===== src/rtl/multicycle_ctrl_if.sv =====
// Control/status bundle between the multicycle sequencer and its datapath.
// slave = controller side, master = datapath (or bench) side.
interface multicycle_ctrl_if #(
    parameter int OP_W = 6,
    parameter int FN_W = 6,
    parameter int ST_W = 4
);
    logic [OP_W-1:0] opcode;
    logic [FN_W-1:0] funct;
    logic            zero;
    logic            mem_ready;
    logic            mem_read;
    logic            mem_write;
    logic            iord;
    logic            ir_write;
    logic            pc_write;
    logic [1:0]      pc_src;
    logic            alu_src_a;
    logic [1:0]      alu_src_b;
    logic [2:0]      alu_ctrl;
    logic [1:0]      reg_dst;
    logic [1:0]      mem_to_reg;
    logic            reg_write;
    logic            illegal_op;
    logic [ST_W-1:0] state;

    modport slave (
        input  opcode, funct, zero, mem_ready,
        output mem_read, mem_write, iord, ir_write, pc_write, pc_src,
               alu_src_a, alu_src_b, alu_ctrl, reg_dst, mem_to_reg,
               reg_write, illegal_op, state
    );

    modport master (
        output opcode, funct, zero, mem_ready,
        input  mem_read, mem_write, iord, ir_write, pc_write, pc_src,
               alu_src_a, alu_src_b, alu_ctrl, reg_dst, mem_to_reg,
               reg_write, illegal_op, state
    );
endinterface


===== src/rtl/multicycle_ctrl.sv =====
// Moore sequencer for the shared-memory multicycle MIPS-subset datapath.
// Define MULTICYCLE_CTRL_JALJR_EN to enable the jal and jr sequences.
module multicycle_ctrl #(
    parameter int OP_W = 6,
    parameter int FN_W = 6,
    parameter int ST_W = 4
) (
    input  logic             clk,
    input  logic             rst,
    multicycle_ctrl_if.slave bus
);
    typedef enum logic [3:0] {
        S_FETCH  = 4'd0,  S_DECODE = 4'd1,  S_MEMADR = 4'd2,  S_MEMRD = 4'd3,
        S_MEMWB  = 4'd4,  S_MEMWR  = 4'd5,  S_REX    = 4'd6,  S_RWB   = 4'd7,
        S_BEQ    = 4'd8,  S_IEX    = 4'd9,  S_IWB    = 4'd10, S_JMP   = 4'd11,
        S_JAL    = 4'd12, S_JR     = 4'd13, S_TRAP   = 4'd14
    } state_t;

    localparam logic [OP_W-1:0] OP_RTYPE = OP_W'(6'b000000);
    localparam logic [OP_W-1:0] OP_LW    = OP_W'(6'b100011);
    localparam logic [OP_W-1:0] OP_SW    = OP_W'(6'b101011);
    localparam logic [OP_W-1:0] OP_BEQ   = OP_W'(6'b000100);
    localparam logic [OP_W-1:0] OP_ADDI  = OP_W'(6'b001000);
    localparam logic [OP_W-1:0] OP_J     = OP_W'(6'b000010);
    localparam logic [OP_W-1:0] OP_JAL   = OP_W'(6'b000011);
    localparam logic [FN_W-1:0] FN_JR    = FN_W'(6'b001000);

    localparam logic [2:0] ALU_AND = 3'b000;
    localparam logic [2:0] ALU_OR  = 3'b001;
    localparam logic [2:0] ALU_ADD = 3'b010;
    localparam logic [2:0] ALU_SUB = 3'b110;
    localparam logic [2:0] ALU_SLT = 3'b111;

    state_t     state_q, state_d;
    logic       jal_hold_q, jal_hold_d;
    logic       illegal_q, illegal_d;
    logic       mem_read_q, mem_read_d, mem_write_q, mem_write_d;
    logic       iord_q, iord_d, pc_write_q, pc_write_d;
    logic       alu_src_a_q, alu_src_a_d, reg_write_q, reg_write_d;
    logic [1:0] pc_src_q, pc_src_d, alu_src_b_q, alu_src_b_d;
    logic [1:0] reg_dst_q, reg_dst_d, mem_to_reg_q, mem_to_reg_d;
    logic [2:0] alu_ctrl_q, alu_ctrl_d;
    logic [2:0] rex_alu;
    logic       funct_ok;

    always_comb begin
        funct_ok = 1'b1;
        rex_alu  = 3'b000;
        case (bus.funct)
            FN_W'(6'b100000): rex_alu = ALU_ADD;
            FN_W'(6'b100010): rex_alu = ALU_SUB;
            FN_W'(6'b100100): rex_alu = ALU_AND;
            FN_W'(6'b100101): rex_alu = ALU_OR;
            FN_W'(6'b101010): rex_alu = ALU_SLT;
            default:          funct_ok = 1'b0;
        endcase
    end

    always_comb begin
        state_d    = state_q;
        jal_hold_d = 1'b0;
        case (state_q)
            S_FETCH:  if (bus.mem_ready) state_d = S_DECODE;
            S_DECODE: begin
                case (bus.opcode)
                    OP_RTYPE: begin
                        if (bus.funct == FN_JR) begin
`ifdef MULTICYCLE_CTRL_JALJR_EN
                            state_d = S_JR;
`else
                            state_d = S_TRAP;
`endif
                        end else begin
                            state_d = S_REX;
                        end
                    end
                    OP_LW, OP_SW: state_d = S_MEMADR;
                    OP_BEQ:       state_d = S_BEQ;
                    OP_ADDI:      state_d = S_IEX;
                    OP_J:         state_d = S_JMP;
                    OP_JAL: begin
`ifdef MULTICYCLE_CTRL_JALJR_EN
                        state_d = S_JAL;
`else
                        state_d = S_TRAP;
`endif
                    end
                    default:      state_d = S_TRAP;
                endcase
            end
            S_MEMADR: state_d = (bus.opcode == OP_LW) ? S_MEMRD : S_MEMWR;
            S_MEMRD:  if (bus.mem_ready) state_d = S_MEMWB;
            S_MEMWB:  state_d = S_FETCH;
            S_MEMWR:  if (bus.mem_ready) state_d = S_FETCH;
            S_REX:    state_d = funct_ok ? S_RWB : S_TRAP;
            S_RWB, S_BEQ, S_IWB, S_JMP, S_JR: state_d = S_FETCH;
            S_IEX:    state_d = S_IWB;
            // First JAL cycle idles the ALU; the write happens in the second.
            S_JAL: begin
                if (!jal_hold_q) begin
                    state_d    = S_JAL;
                    jal_hold_d = 1'b1;
                end else begin
                    state_d = S_FETCH;
                end
            end
            S_TRAP:   state_d = S_TRAP;
            default:  state_d = S_TRAP;
        endcase
    end

    // Outputs are decoded from the next state so they are registered yet
    // line up with the state they belong to.
    always_comb begin
        mem_read_d   = 1'b0;
        mem_write_d  = 1'b0;
        iord_d       = 1'b0;
        pc_write_d   = 1'b0;
        pc_src_d     = 2'b00;
        alu_src_a_d  = 1'b0;
        alu_src_b_d  = 2'b00;
        alu_ctrl_d   = 3'b000;
        reg_dst_d    = 2'b00;
        mem_to_reg_d = 2'b00;
        reg_write_d  = 1'b0;
        case (state_d)
            S_FETCH:  begin mem_read_d = 1'b1; alu_src_b_d = 2'b01; alu_ctrl_d = ALU_ADD; end
            S_DECODE: begin alu_src_b_d = 2'b11; alu_ctrl_d = ALU_ADD; end
            S_MEMADR: begin alu_src_a_d = 1'b1; alu_src_b_d = 2'b10; alu_ctrl_d = ALU_ADD; end
            S_MEMRD:  begin mem_read_d = 1'b1; iord_d = 1'b1; end
            S_MEMWB:  begin reg_write_d = 1'b1; mem_to_reg_d = 2'b01; end
            S_MEMWR:  begin mem_write_d = 1'b1; iord_d = 1'b1; end
            S_REX:    begin alu_src_a_d = 1'b1; alu_ctrl_d = rex_alu; end
            S_RWB:    begin reg_write_d = 1'b1; reg_dst_d = 2'b01; end
            S_BEQ:    begin alu_src_a_d = 1'b1; alu_ctrl_d = ALU_SUB; pc_src_d = 2'b01; end
            S_IEX:    begin alu_src_a_d = 1'b1; alu_src_b_d = 2'b10; alu_ctrl_d = ALU_ADD; end
            S_IWB:    begin reg_write_d = 1'b1; end
            S_JMP:    begin pc_write_d = 1'b1; pc_src_d = 2'b10; end
            S_JAL: begin
                reg_dst_d    = 2'b10;
                mem_to_reg_d = 2'b10;
                pc_src_d     = 2'b10;
                reg_write_d  = jal_hold_d;
                pc_write_d   = jal_hold_d;
            end
            S_JR:     begin pc_write_d = 1'b1; pc_src_d = 2'b11; end
            default:  ;
        endcase
    end

    assign illegal_d = illegal_q | (state_d == S_TRAP);

    always_ff @(posedge clk or posedge rst) begin
        if (rst) begin
            state_q      <= S_FETCH;
            jal_hold_q   <= 1'b0;
            illegal_q    <= 1'b0;
            mem_read_q   <= 1'b1;
            mem_write_q  <= 1'b0;
            iord_q       <= 1'b0;
            pc_write_q   <= 1'b0;
            pc_src_q     <= 2'b00;
            alu_src_a_q  <= 1'b0;
            alu_src_b_q  <= 2'b01;
            alu_ctrl_q   <= ALU_ADD;
            reg_dst_q    <= 2'b00;
            mem_to_reg_q <= 2'b00;
            reg_write_q  <= 1'b0;
        end else begin
            state_q      <= state_d;
            jal_hold_q   <= jal_hold_d;
            illegal_q    <= illegal_d;
            mem_read_q   <= mem_read_d;
            mem_write_q  <= mem_write_d;
            iord_q       <= iord_d;
            pc_write_q   <= pc_write_d;
            pc_src_q     <= pc_src_d;
            alu_src_a_q  <= alu_src_a_d;
            alu_src_b_q  <= alu_src_b_d;
            alu_ctrl_q   <= alu_ctrl_d;
            reg_dst_q    <= reg_dst_d;
            mem_to_reg_q <= mem_to_reg_d;
            reg_write_q  <= reg_write_d;
        end
    end

    // FETCH loads IR/PC and BEQ loads PC in the cycle the input arrives,
    // so those terms are combinational; rst masks every strobe immediately.
    assign bus.mem_read   = mem_read_q & ~rst;
    assign bus.mem_write  = mem_write_q & ~rst;
    assign bus.reg_write  = reg_write_q & ~rst;
    assign bus.ir_write   = (state_q == S_FETCH) & bus.mem_ready & ~rst;
    assign bus.pc_write   = (pc_write_q
                             | ((state_q == S_FETCH) & bus.mem_ready)
                             | ((state_q == S_BEQ) & bus.zero)) & ~rst;
    assign bus.iord       = iord_q;
    assign bus.pc_src     = pc_src_q;
    assign bus.alu_src_a  = alu_src_a_q;
    assign bus.alu_src_b  = alu_src_b_q;
    assign bus.alu_ctrl   = alu_ctrl_q;
    assign bus.reg_dst    = reg_dst_q;
    assign bus.mem_to_reg = mem_to_reg_q;
    assign bus.illegal_op = illegal_q;
    assign bus.state      = ST_W'(state_q);
endmodule


===== src/flat_wrapper.sv =====
// flat-port wrapper written by rule: the top's interface ports become plain ports
module multicycle_ctrl_flat 
#(
    parameter int OP_W = 6,
    parameter int FN_W = 6,
    parameter int ST_W = 4
)
  (clk, rst, bus_opcode, bus_funct, bus_zero, bus_mem_ready, bus_mem_read, bus_mem_write, bus_iord, bus_ir_write, bus_pc_write, bus_pc_src, bus_alu_src_a, bus_alu_src_b, bus_alu_ctrl, bus_reg_dst, bus_mem_to_reg, bus_reg_write, bus_illegal_op, bus_state);
  multicycle_ctrl_if #(.OP_W(OP_W), .FN_W(FN_W), .ST_W(ST_W)) bus_i ();
  input  logic clk;
  input  logic rst;
  input wire logic [$bits(bus_i.opcode)-1:0] bus_opcode;
  input wire logic [$bits(bus_i.funct)-1:0] bus_funct;
  input wire logic [$bits(bus_i.zero)-1:0] bus_zero;
  input wire logic [$bits(bus_i.mem_ready)-1:0] bus_mem_ready;
  output wire logic [$bits(bus_i.mem_read)-1:0] bus_mem_read;
  output wire logic [$bits(bus_i.mem_write)-1:0] bus_mem_write;
  output wire logic [$bits(bus_i.iord)-1:0] bus_iord;
  output wire logic [$bits(bus_i.ir_write)-1:0] bus_ir_write;
  output wire logic [$bits(bus_i.pc_write)-1:0] bus_pc_write;
  output wire logic [$bits(bus_i.pc_src)-1:0] bus_pc_src;
  output wire logic [$bits(bus_i.alu_src_a)-1:0] bus_alu_src_a;
  output wire logic [$bits(bus_i.alu_src_b)-1:0] bus_alu_src_b;
  output wire logic [$bits(bus_i.alu_ctrl)-1:0] bus_alu_ctrl;
  output wire logic [$bits(bus_i.reg_dst)-1:0] bus_reg_dst;
  output wire logic [$bits(bus_i.mem_to_reg)-1:0] bus_mem_to_reg;
  output wire logic [$bits(bus_i.reg_write)-1:0] bus_reg_write;
  output wire logic [$bits(bus_i.illegal_op)-1:0] bus_illegal_op;
  output wire logic [$bits(bus_i.state)-1:0] bus_state;
  assign bus_i.opcode = bus_opcode;
  assign bus_i.funct = bus_funct;
  assign bus_i.zero = bus_zero;
  assign bus_i.mem_ready = bus_mem_ready;
  assign bus_mem_read = bus_i.mem_read;
  assign bus_mem_write = bus_i.mem_write;
  assign bus_iord = bus_i.iord;
  assign bus_ir_write = bus_i.ir_write;
  assign bus_pc_write = bus_i.pc_write;
  assign bus_pc_src = bus_i.pc_src;
  assign bus_alu_src_a = bus_i.alu_src_a;
  assign bus_alu_src_b = bus_i.alu_src_b;
  assign bus_alu_ctrl = bus_i.alu_ctrl;
  assign bus_reg_dst = bus_i.reg_dst;
  assign bus_mem_to_reg = bus_i.mem_to_reg;
  assign bus_reg_write = bus_i.reg_write;
  assign bus_illegal_op = bus_i.illegal_op;
  assign bus_state = bus_i.state;
  multicycle_ctrl #(.OP_W(OP_W), .FN_W(FN_W), .ST_W(ST_W)) u_core (.clk(clk), .rst(rst), .bus(bus_i));
endmodule

===== config.mk =====
export PLATFORM = sky130hd
export DESIGN_NAME = multicycle_ctrl_flat
export DESIGN_NICKNAME = d
export VERILOG_FILES = /design/src/rtl/multicycle_ctrl_if.sv /design/src/rtl/multicycle_ctrl.sv /design/src/flat_wrapper.sv
export SDC_FILE = /design/constraint.sdc
export NUM_CORES = 1
export LEC_CHECK = 0
export CORE_MARGIN = 4
export CORE_UTILIZATION = 25
export CTS_CLUSTER_DIAMETER = 200
export DETAILED_ROUTE_END_ITERATION = 8
export GPL_ROUTABILITY_DRIVEN = 1
export PLACE_DENSITY_LB_ADDON = 0.12
export SYNTH_ARGS = -nofsm -noshare
export SYNTH_HDL_FRONTEND = slang
export SYNTH_SLANG_ARGS = --single-unit

===== constraint.sdc =====
create_clock -name clk -period 3.85 [get_ports clk]
set_input_delay 0.385 -clock clk [delete_from_list [all_inputs] [get_ports clk]]
set_output_delay 0.385 -clock clk [all_outputs]
set_load 0.005 [all_outputs]

==> results.sh <==
export IMPL_nFillCells=490
export IMPL_comb_power_share=0.491
export IMPL_coreArea_um2=4790
export IMPL_cts_buffers=3
export IMPL_p_seq_frac=0.330
export IMPL_dp_hpwl_um=2530
export IMPL_switchingPower_uw=445
export IMPL_crit_arrival_ns=2.58
export IMPL_tritoncts="yes"
export IMPL_placed_area_um2=1680
export IMPL_yosysSeqAreaShare=0.442
export IMPL_swShare=0.375
export IMPL_vias_per_cell=4.78
export IMPL_cp_end_kind="register"
export IMPL_p_per_area_nw_per_um2=679
export IMPL_wl_per_cell_um=13.3
export IMPL_multi_input_area_um2=632
export IMPL_max_freq_ghz=0.415
export IMPL_place_congestion=0.809
export IMPL_tns_ns=0
export IMPL_hp_class="reg2reg"
export IMPL_cpMaxStageDelayCell="clkdlybuf4s50_1"
export IMPL_setup_slack_ns=1.44
export IMPL_cts_root_buf="clkbuf_8"
export IMPL_grt_max_degree=23
export IMPL_start_kind="primary input"
export IMPL_worstPathCellList="clkdlybuf4s50_1 -> or3b_1 -> or2_1 -> o21ai_1 -> nand3_1 -> nor2_1 -> o2bb2a_1 -> o311ai_2"
export IMPL_synth_cells=133
export IMPL_cap_violations=0
export IMPL_path_class="in2reg"
export IMPL_period_needed_ns=2.41
export IMPL_dr_total_vias=1128
export IMPL_clockBufferDepth=2
export IMPL_critPathMaxStageDelay_ns=0.52
export IMPL_drcViolationCount=0
export IMPL_wl_um=3140
export IMPL_rows=25
export IMPL_fin_area_um2=1750
export IMPL_cts_num_sinks=22
export IMPL_largest_reg_flops=4
export IMPL_clockPowerShare=0.179
export IMPL_track_usage=0.107
export IMPL_fin_skew_ns=0.00331
export IMPL_drt_iter0_drc=66
export IMPL_syn_area_um2=1250
export IMPL_ys_types=47
export IMPL_drtAntennaViolNets=0
export IMPL_synth_nets=149
export IMPL_critPathRequiredTime_ns=4.02
export IMPL_status="completed"
export IMPL_worstPathMaxFanout=7
export IMPL_ctsResizeCount=0
export IMPL_antenna_cells=0
export IMPL_pin_count=39
export IMPL_grt_antenna_before_repair=0
export IMPL_dr_pass1_iters=4
export IMPL_htreeDepth=1
export IMPL_cellLeakagePower_uw=0.000713
export IMPL_synth_edf_count=0
export IMPL_portBuffers=38
export IMPL_dieArea_um2=6210
export IMPL_ir_worst_vdd_mv=0.250
export IMPL_worstMarginPinSlew_ns=0.797
export IMPL_holdBufCountCts=0
export IMPL_start_util=0.262
export IMPL_rsz0062_at_grt="false"
export IMPL_die_height_um=78.8
export IMPL_p_int_uw=743
export IMPL_period_share=0.626
export IMPL_postCtsSetupBuffers=0
export IMPL_grt_pass1_vias=1111
export IMPL_setup_viol_count_final=0
export IMPL_synth_seq_cells=22
export IMPL_hold_violations=0
export IMPL_overflow=0
export IMPL_register_area_um2=554
export IMPL_fin_nets=186
export IMPL_area_growth_pct=39.7
export IMPL_die_w_um=78.8
export IMPL_final_max_slew_viol_count=0
export IMPL_preCtsSetupSlack_ns=1.15
export IMPL_clock_latency_ns=0.26
export IMPL_synthArstFlopShare=1.00
export IMPL_grt_pass1_wl_um=5350
export IMPL_maxSlewHeadroom=0.468
export IMPL_drive_gt1_frac=0.0947
export IMPL_yosys_warnings=0
export IMPL_ys_flop_type="dfrtp_1"
export IMPL_clkTransAtPathRegs_ns=0.08
export IMPL_avgSynthCellArea_um2=9.43
==> worst paths after layout <==
path	start	slack, ns	to	depth (start not counted)
worst min-delay path	u_core.bus.illegal_op	0.49	u_core.bus.illegal_op	1
worst max-delay path	bus_opcode[1]	1.44	u_core.bus.alu_ctrl[1]	8
max in group asynchronous	rst	2.60	u_core.bus.mem_to_reg[1]	2
worst max register to register	u_core.bus.state[0]	1.57	u_core.bus.alu_ctrl[1]	7
worst min register to register	u_core.bus.illegal_op	0.49	u_core.bus.illegal_op	1
min in group asynchronous	rst	0.76	u_core.bus.state[2]	2
==> worst max-delay path: cells and delay by family <==
family	cells	cell delay, ns
compound gates	3	0.55
simple gates	4	1.12
buf+inv	1	0.52
==> layer usage <==
| layer | GRT usage | wire length, um | vias up |
|---|---|---|---|
| li1 | - | - | 553 |
| met1 | 0.134 | 1320 | 538 |
| met2 | 0.182 | 1610 | 33 |
| met3 | 0.0306 | 172 | 4 |
| met4 | 0.0275 | 32 | 0 |
| met5 | 0 | 0 | - |
==> through the flow <==
stage	hold WS [ns]	power (uW)	util	instances
global route	0.505	1290	0.366	236
global placement	0.491	992	0.351	232
detailed placement	0.456	992	0.351	232
finish	0.491	1190	0.366	236
CTS	0.490	1210	0.366	236
floorplan	0.372	765	-	133
==> layout by cell type, fill, tap and decap left out, drive strengths merged, types with 2 or more instances in the layout <==
| master | n |
|---|---|
| a21oi | 6 |
| dfstp | 3 |
| nand2 | 11 |
| nand3 | 4 |
| nand2b | 4 |
| nor2 | 13 |
| nand3b | 2 |
| o21bai | 3 |
| mux2i | 3 |
| o311ai | 2 |
| dfrtp | 19 |
| clkdlybuf4s50 | 38 |
| inv | 8 |
| nand4 | 2 |
| or3 | 4 |
| clkbuf | 3 |
| nor3 | 7 |
| nor4 | 3 |
| a31oi | 2 |
| and3 | 4 |
| o21ai | 4 |
| or3b | 2 |
| nor2b | 5 |
==> synth_stat cells (2+ instances only) <==
master    number  area share
inv_1          7       0.021
nand2b_1       4       0.020
nand3_1        4       0.016
nor4_1         3       0.015
buf_2          3       0.012
nor2b_1        5       0.025
nor3_1         7       0.028
a31oi_1        2       0.010
o21ai_0        3       0.012
or3_1          4       0.020
nand2_1       11       0.033
a21oi_1        6       0.024
and3_1         3       0.015
nand3b_1       2       0.012
dfstp_2        3       0.063
o21bai_1       3       0.018
nor2_1        12       0.036
dfrtp_1       19        0.38
mux2i_1        3       0.024
nand4_1        2       0.010
==> power groups by stage <==
stage,registers (uW),clock network [uW],logic (uW)
final,392,212,584
after floorplan,357,0,408
after global placement,398,0,594
after global routing,407,228,654
after CTS,394,218,595
after detailed placement,398,0,594
==> final cells by class <==
class                      count  share of cell area
inverter                       8              0.0171
clock inverter                 1              0.0171
tap                           67              0.0479
multi-input combinational     97               0.361
sequential                    22               0.316
clock buffer                   3              0.0236
timing repair buffer          38               0.217
==> logic make-up (layout without fill, tap and decap cells) <==
logic type / Yosys count / after routing / synth area share
buf+inv: 14 / 50 / 0.0539
mux: 3 / 3 / 0.0240
flops: 22 / 22 / 0.442
xor+xnor: 1 / 1 / 0.00699
compound gates: 28 / 28 / 0.182
simple gates: 65 / 65 / 0.291
No activity file was read; power rests on OpenSTA's default activity.
